**src/rtl/muller_c_array.sv**
```systemverilog
`default_nettype none
// ============================================================================
// Module   : muller_c_array
// Brief    : Array of clocked generalised Muller C-elements with input
//            synchroniser, per-input enable mask, stability filter, saturating
//            transition counters and a registered all-high completion flag.
// Revision : 1.0 - initial release
// ============================================================================
module muller_c_array #(
    parameter int CHANNELS    = 2,
    parameter int N_IN        = 3,
    parameter int SYNC_STAGES = 2,
    parameter int FILTER      = 2,
    parameter int CNT_W       = 4,
    parameter int RESET_VAL   = 0
) (
    input  logic                      clock,
    input  logic                      reset_n,
    input  logic [CHANNELS*N_IN-1:0]  io_in,
    input  logic [N_IN-1:0]           en_mask,
    input  logic                      cnt_clear,
    output logic [CHANNELS-1:0]       c_out,
    output logic [CHANNELS*CNT_W-1:0] toggle_cnt,
    output logic                      all_done
);

    localparam int         c_W         = CHANNELS * N_IN;
    localparam logic [3:0] c_FILTER    = 4'(FILTER);
    localparam logic       c_RESET_BIT = 1'(RESET_VAL);

    logic [c_W-1:0]      w_s_in;
    logic [CHANNELS-1:0] w_c_out;
    logic                r_all_done;

    generate
        if (SYNC_STAGES == 0) begin : g_nosync
            assign w_s_in = io_in;
        end else begin : g_sync
            logic [c_W-1:0] r_sync [SYNC_STAGES];

            always_ff @(posedge clock or negedge reset_n) begin
                if (!reset_n) begin
                    for (int i = 0; i < SYNC_STAGES; i++) begin
                        r_sync[i] <= '0;
                    end
                end else begin
                    r_sync[0] <= io_in;
                    for (int i = 1; i < SYNC_STAGES; i++) begin
                        r_sync[i] <= r_sync[i-1];
                    end
                end
            end

            assign w_s_in = r_sync[SYNC_STAGES-1];
        end
    endgenerate

    generate
        for (genvar k = 0; k < CHANNELS; k++) begin : g_chan
            logic [N_IN-1:0]  w_x;
            logic             w_mask_any;
            logic             w_rise;
            logic             w_fall;
            logic             w_target;
            logic             w_flip;
            logic             r_c;
            logic [3:0]       r_stab;
            logic [CNT_W-1:0] r_cnt;

            assign w_x        = w_s_in[k*N_IN +: N_IN];
            assign w_mask_any = |en_mask;
            assign w_rise     = w_mask_any && ((w_x & en_mask) == en_mask);
            assign w_fall     = w_mask_any && ((w_x & en_mask) == '0);
            // An all-zero mask satisfies neither condition, so the channel holds.
            assign w_target   = w_rise ? 1'b1 : (w_fall ? 1'b0 : r_c);
            assign w_flip     = (w_target != r_c) && (r_stab == c_FILTER);

            always_ff @(posedge clock or negedge reset_n) begin
                if (!reset_n) begin
                    r_c    <= c_RESET_BIT;
                    r_stab <= '0;
                end else if (w_target == r_c) begin
                    r_stab <= '0;
                end else if (r_stab == c_FILTER) begin
                    r_c    <= w_target;
                    r_stab <= '0;
                end else begin
                    r_stab <= r_stab + 4'd1;
                end
            end

            // Clear wins over a coincident transition; count sticks at all-ones.
            always_ff @(posedge clock or negedge reset_n) begin
                if (!reset_n) begin
                    r_cnt <= '0;
                end else if (cnt_clear) begin
                    r_cnt <= '0;
                end else if (w_flip && (r_cnt != {CNT_W{1'b1}})) begin
                    r_cnt <= r_cnt + {{(CNT_W-1){1'b0}}, 1'b1};
                end
            end

            assign w_c_out[k]                  = r_c;
            assign toggle_cnt[k*CNT_W +: CNT_W] = r_cnt;
        end
    endgenerate

    always_ff @(posedge clock or negedge reset_n) begin
        if (!reset_n) begin
            r_all_done <= c_RESET_BIT;
        end else begin
            r_all_done <= &w_c_out;
        end
    end

    assign c_out    = w_c_out;
    assign all_done = r_all_done;

endmodule
`default_nettype wire

```
**config.mk**
```make
export PLATFORM = sky130hd
export DESIGN_NAME = muller_c_array
export DESIGN_NICKNAME = d
export VERILOG_FILES = /design/src/rtl/muller_c_array.sv
export SDC_FILE = /design/constraint.sdc
export NUM_CORES = 1
export LEC_CHECK = 0
export CAP_MARGIN = 20
export CORE_MARGIN = 2
export CORE_UTILIZATION = 54
export CTS_CLUSTER_DIAMETER = 50
export DETAILED_ROUTE_END_ITERATION = 10
export GPL_TIMING_DRIVEN = 0
export PLACE_DENSITY = 0.84
export SYNTH_ARGS = -nofsm -noshare
export SYNTH_HDL_FRONTEND = slang
export SYNTH_SLANG_ARGS = --single-unit
```
**constraint.sdc**
```tcl
create_clock -name clock -period 3.2 [get_ports clock]
set_clock_uncertainty 0.1 [all_clocks]
set_input_delay 0.64 -clock clock [delete_from_list [all_inputs] [get_ports clock]]
set_output_delay 0.64 -clock clock [all_outputs]
set_load 0.01 [all_outputs]
```
==> out/summary.md <==
Share of cells above drive strength 1: 9.03%. The number of resized instances in the post-cts repair step is 0, and the post-placement setup slack is 322 ps. The area growth from synthesis to layout is 25.4%.

In this run the post-CTS setup repair buffer count came out at 0. The initial antenna violation count came out at 0. The internal power is 0.645 mW, and the number of H-tree levels is 2. The synthesized design contains 0 enable-type register cells. After clock tree synthesis, the flow added hold-fix buffers numbering 0.

The tools report the critical path startpoint category as a primary input. At the worst endpoint, the required time is 3360 ps. The synthesized design contains 31 register bits.

Cell count after placement: 164. The share of total power dissipated in the clock network is 24.2%. The number of cells on the worst reg-to-reg path is 5.

After synthesis, the cell types taking the most area are sky130_fd_sc_hd__dfrtp_1, sky130_fd_sc_hd__nor2_1, sky130_fd_sc_hd__ha_1, sky130_fd_sc_hd__xnor2_1, sky130_fd_sc_hd__nand3_1. The logs give 387 MHz for the maximum operating frequency and 0 for the number of antenna-violating nets in the routed design. Clock tree synthesis found a total of 31 sinks. Summed over all nets, the switching power comes to 0.285 mW.

The clock passes through at most 2 buffers. The tools report the net count of the mapped netlist as 130. The floorplan step set the die width to 53.1 um.

The count of cell types in the netlist is 29. For the first-pass GRT wire length, the log shows 4110 um. Cells fill 72.4% of the core in the end. The post-CTS clock slew at the launch and capture registers of the worst setup and hold paths was 90 ps; the routed wire length was 2440 um. The largest total area in the synthesized netlist belongs to sky130_fd_sc_hd__dfrtp_1.

Excluding fillers, the count of instances in the completed layout stands at 172. The via count of the first global-routing pass was 993; the leakage power was 0.703 nW. The run gives 0 as the number of antenna repair diodes.

Across the run, the number of max-cap violations was 0. For the sequential share of power, the log shows 52.3%. Of the total power, the share spent switching nets is 30.7%. Setup repair after global routing left no endpoint under its margin. In this run the tool buffered the top-level ports with 21 buffer cells. The die covers 2820 um2. The final layout contains 159 nets.

Summed over all layers, the global routing overflow is 0. The cell at the root of the clock tree was sky130_fd_sc_hd__clkbuf_4. After synthesis the cells add up to 1300 um2. For the worst-skew pair, the clock arrives at the later sink with an insertion delay of 350 ps.

At the pin with the least slew margin, the transition time is 642 ps. In this run the count of I/O pins placed on the die edge is 23. After detailed placement, the total cell area comes to 1580 um2. Via total after detailed routing: 921. Routability-driven placement finished with a final weighted congestion of 0.901.

Largest net degree at the start of global routing: 21. During synthesis, Yosys emitted a total of 0 warnings. Instance count along the most critical hold path: 0.

Setup violations remaining at the end of the flow were counted as 0. For the sequential share of the synthesized area, the log shows 59.6%. The worst setup path is of the in -> reg kind. The HPWL after detailed placement is 1870 um. In this run the vertical extent of the chip is 53.1 um.

After detailed routing, the average wire length per cell comes to 14.2 um. Hold violation count in the final report: 0. The worst setup path is captured at a flop. The async set or reset register ratio after synthesis works out to 100%. Power spread over the standard cell area amounts to 570 nW/um2. The area share of the leading cell type in the synthesized netlist was 59.6%.

The class of the worst hold path is reg -> reg. The most common flop cell mapped by yosys was sky130_fd_sc_hd__dfrtp_1. Leading cell type in the layout, fill and taps excluded: sky130_fd_sc_hd__dfrtp_1. In the layout the commonest cells are sky130_fd_sc_hd__dfrtp_1, sky130_fd_sc_hd__clkdlybuf4s50_1, sky130_fd_sc_hd__nor2_1, sky130_fd_sc_hd__nand3_1, sky130_fd_sc_hd__nand2_1.

The logs give 114 for the number of standard cells after synthesis and 15 for the number of design-rule violations left by the first detailed-router iteration. Global routing used 21.7% of the available tracks across all layers. The logs give 619 ps for the final worst setup slack and 0 for the final max-slew violation count. The run gives 17 as the number of rows created at floorplan. TritonCTS built the clock tree. The total core area is 2250 um2, and the worst hold slack is 259 ps. Once the floorplan was initialized, standard cells occupied 57.8% of the core. For the worst setup path, the data arrival time is 2740 ps. For the remaining max-slew budget at the tightest pin, the log shows 56.6%. The run finished with clean final reports.

The share of total power dissipated in combinational logic is 23.6%. In this run the mean area of a mapped cell was 11.4 um2. The largest fanout on the critical path came out at 6. The number of design rule violations left after detail routing was 0; the count of TritonRoute iterations in the first routing pass was 4. Setup total negative slack on the finished layout was measured at 0 ps. The run gives 5 as the number of clock buffers inserted by TritonCTS.

With fillers left out, the area of the finished cells amounts to 1630 um2. The peak supply drop came out at 0.407 mV. The sum of internal, switching and leakage power came out at 0.931 mW.

The final critical delay including setup and external delays came out at 2580 ps. The post-route fraction of the period consumed by the critical path is 80.7%. Dividing the detail-routed via count by the number of cells gives 5.35.
## synth_stat cells, types with 3 or more instances
| library cell | number |
|---|---|
| sky130_fd_sc_hd__nand2_1 | 6 |
| sky130_fd_sc_hd__nor2_1 | 15 |
| sky130_fd_sc_hd__dfrtp_1 | 31 |
| sky130_fd_sc_hd__ha_1 | 4 |
| sky130_fd_sc_hd__o21ai_0 | 3 |
| sky130_fd_sc_hd__a21oi_1 | 5 |
| sky130_fd_sc_hd__or2b_1 | 3 |
| sky130_fd_sc_hd__xor2_1 | 3 |
| sky130_fd_sc_hd__nand3_1 | 8 |
| sky130_fd_sc_hd__xnor2_1 | 5 |
| sky130_fd_sc_hd__nand2b_1 | 3 |
| sky130_fd_sc_hd__inv_1 | 3 |
## worst max-delay path, cell delays in order
cell	delay (ps)
sky130_fd_sc_hd__clkdlybuf4s50_1	510
sky130_fd_sc_hd__a222oi_1	480
sky130_fd_sc_hd__nand2_1	130
sky130_fd_sc_hd__a2111o_1	480
sky130_fd_sc_hd__or3_1	330
sky130_fd_sc_hd__a21oi_1	170
## cell type report
class                           instances  area, um2
Sequential cell                        31        776
Fill cell                             173        622
Multi-Input combinational cell         77        497
Timing Repair Buffer                   22        238
Clock buffer                            5       37.5
Tap cell                               28       35.0
Clock inverter                          3       20.0
Buffer                                  3       18.8
Inverter                                3       11.3
## flip-flops by register name, summed over array words and instances, names as in the netlist
signal,flops
g_sync.r_sync,6
all_done,1
w_s_in,6
g_chan.r_cnt,8
g_chan.r_stab,8
g_chan.r_c,2
## power by group through the flow
stage | sequential, mW | combinational (mW) | clock [mW]
2_1_floorplan | 0.486 | 0.132 | 0
3_3_place_gp | 0.488 | 0.208 | 0
3_5_place_dp | 0.494 | 0.220 | 0
4_1_cts | 0.486 | 0.221 | 0.228
5_1_grt | 0.495 | 0.248 | 0.247
6_report | 0.486 | 0.219 | 0.225
## metal layers
layer / routed length (um) / part of all wire, % / track usage (%) / up-vias
li1: - / - / - / 453
met1: 1000 / 41 / 22.6 / 440
met2: 1270 / 52 / 36.9 / 22
met3: 125 / 5.1 / 8.19 / 6
met4: 42 / 1.7 / 12.8 / 0
met5: 0 / 0 / 0 / -
## path summary, 6_finish.rpt
check / from / endpoint / slack (ps)
hold reg to reg: g_sync.r_sync[7] / w_s_in[1] / 260
hold / removal: g_sync.r_sync[7] / w_s_in[1] / 260
max in group asynchronous: reset_n / w_s_in[1] / 1890
setup reg to reg: w_s_in[3] / g_chan[1].r_cnt[3] / 1050
setup / recovery: en_mask[2] / g_chan[1].r_cnt[3] / 620
min in group asynchronous: reset_n / g_chan[0].r_cnt[3] / 600
## kinds of logic (layout without fill, tap and decap cells)
kind of cell	count (synthesis)	in the layout	synth area share, %
simple gates	46	46	18.1
compound gates	16	16	8.45
mux	3	3	2.40
fa+ha+maj	4	4	3.84
flops	31	31	59.6
xor+xnor	8	8	5.38
buf+inv	6	36	2.30
Note: power is estimated with default switching activity, not from simulation.
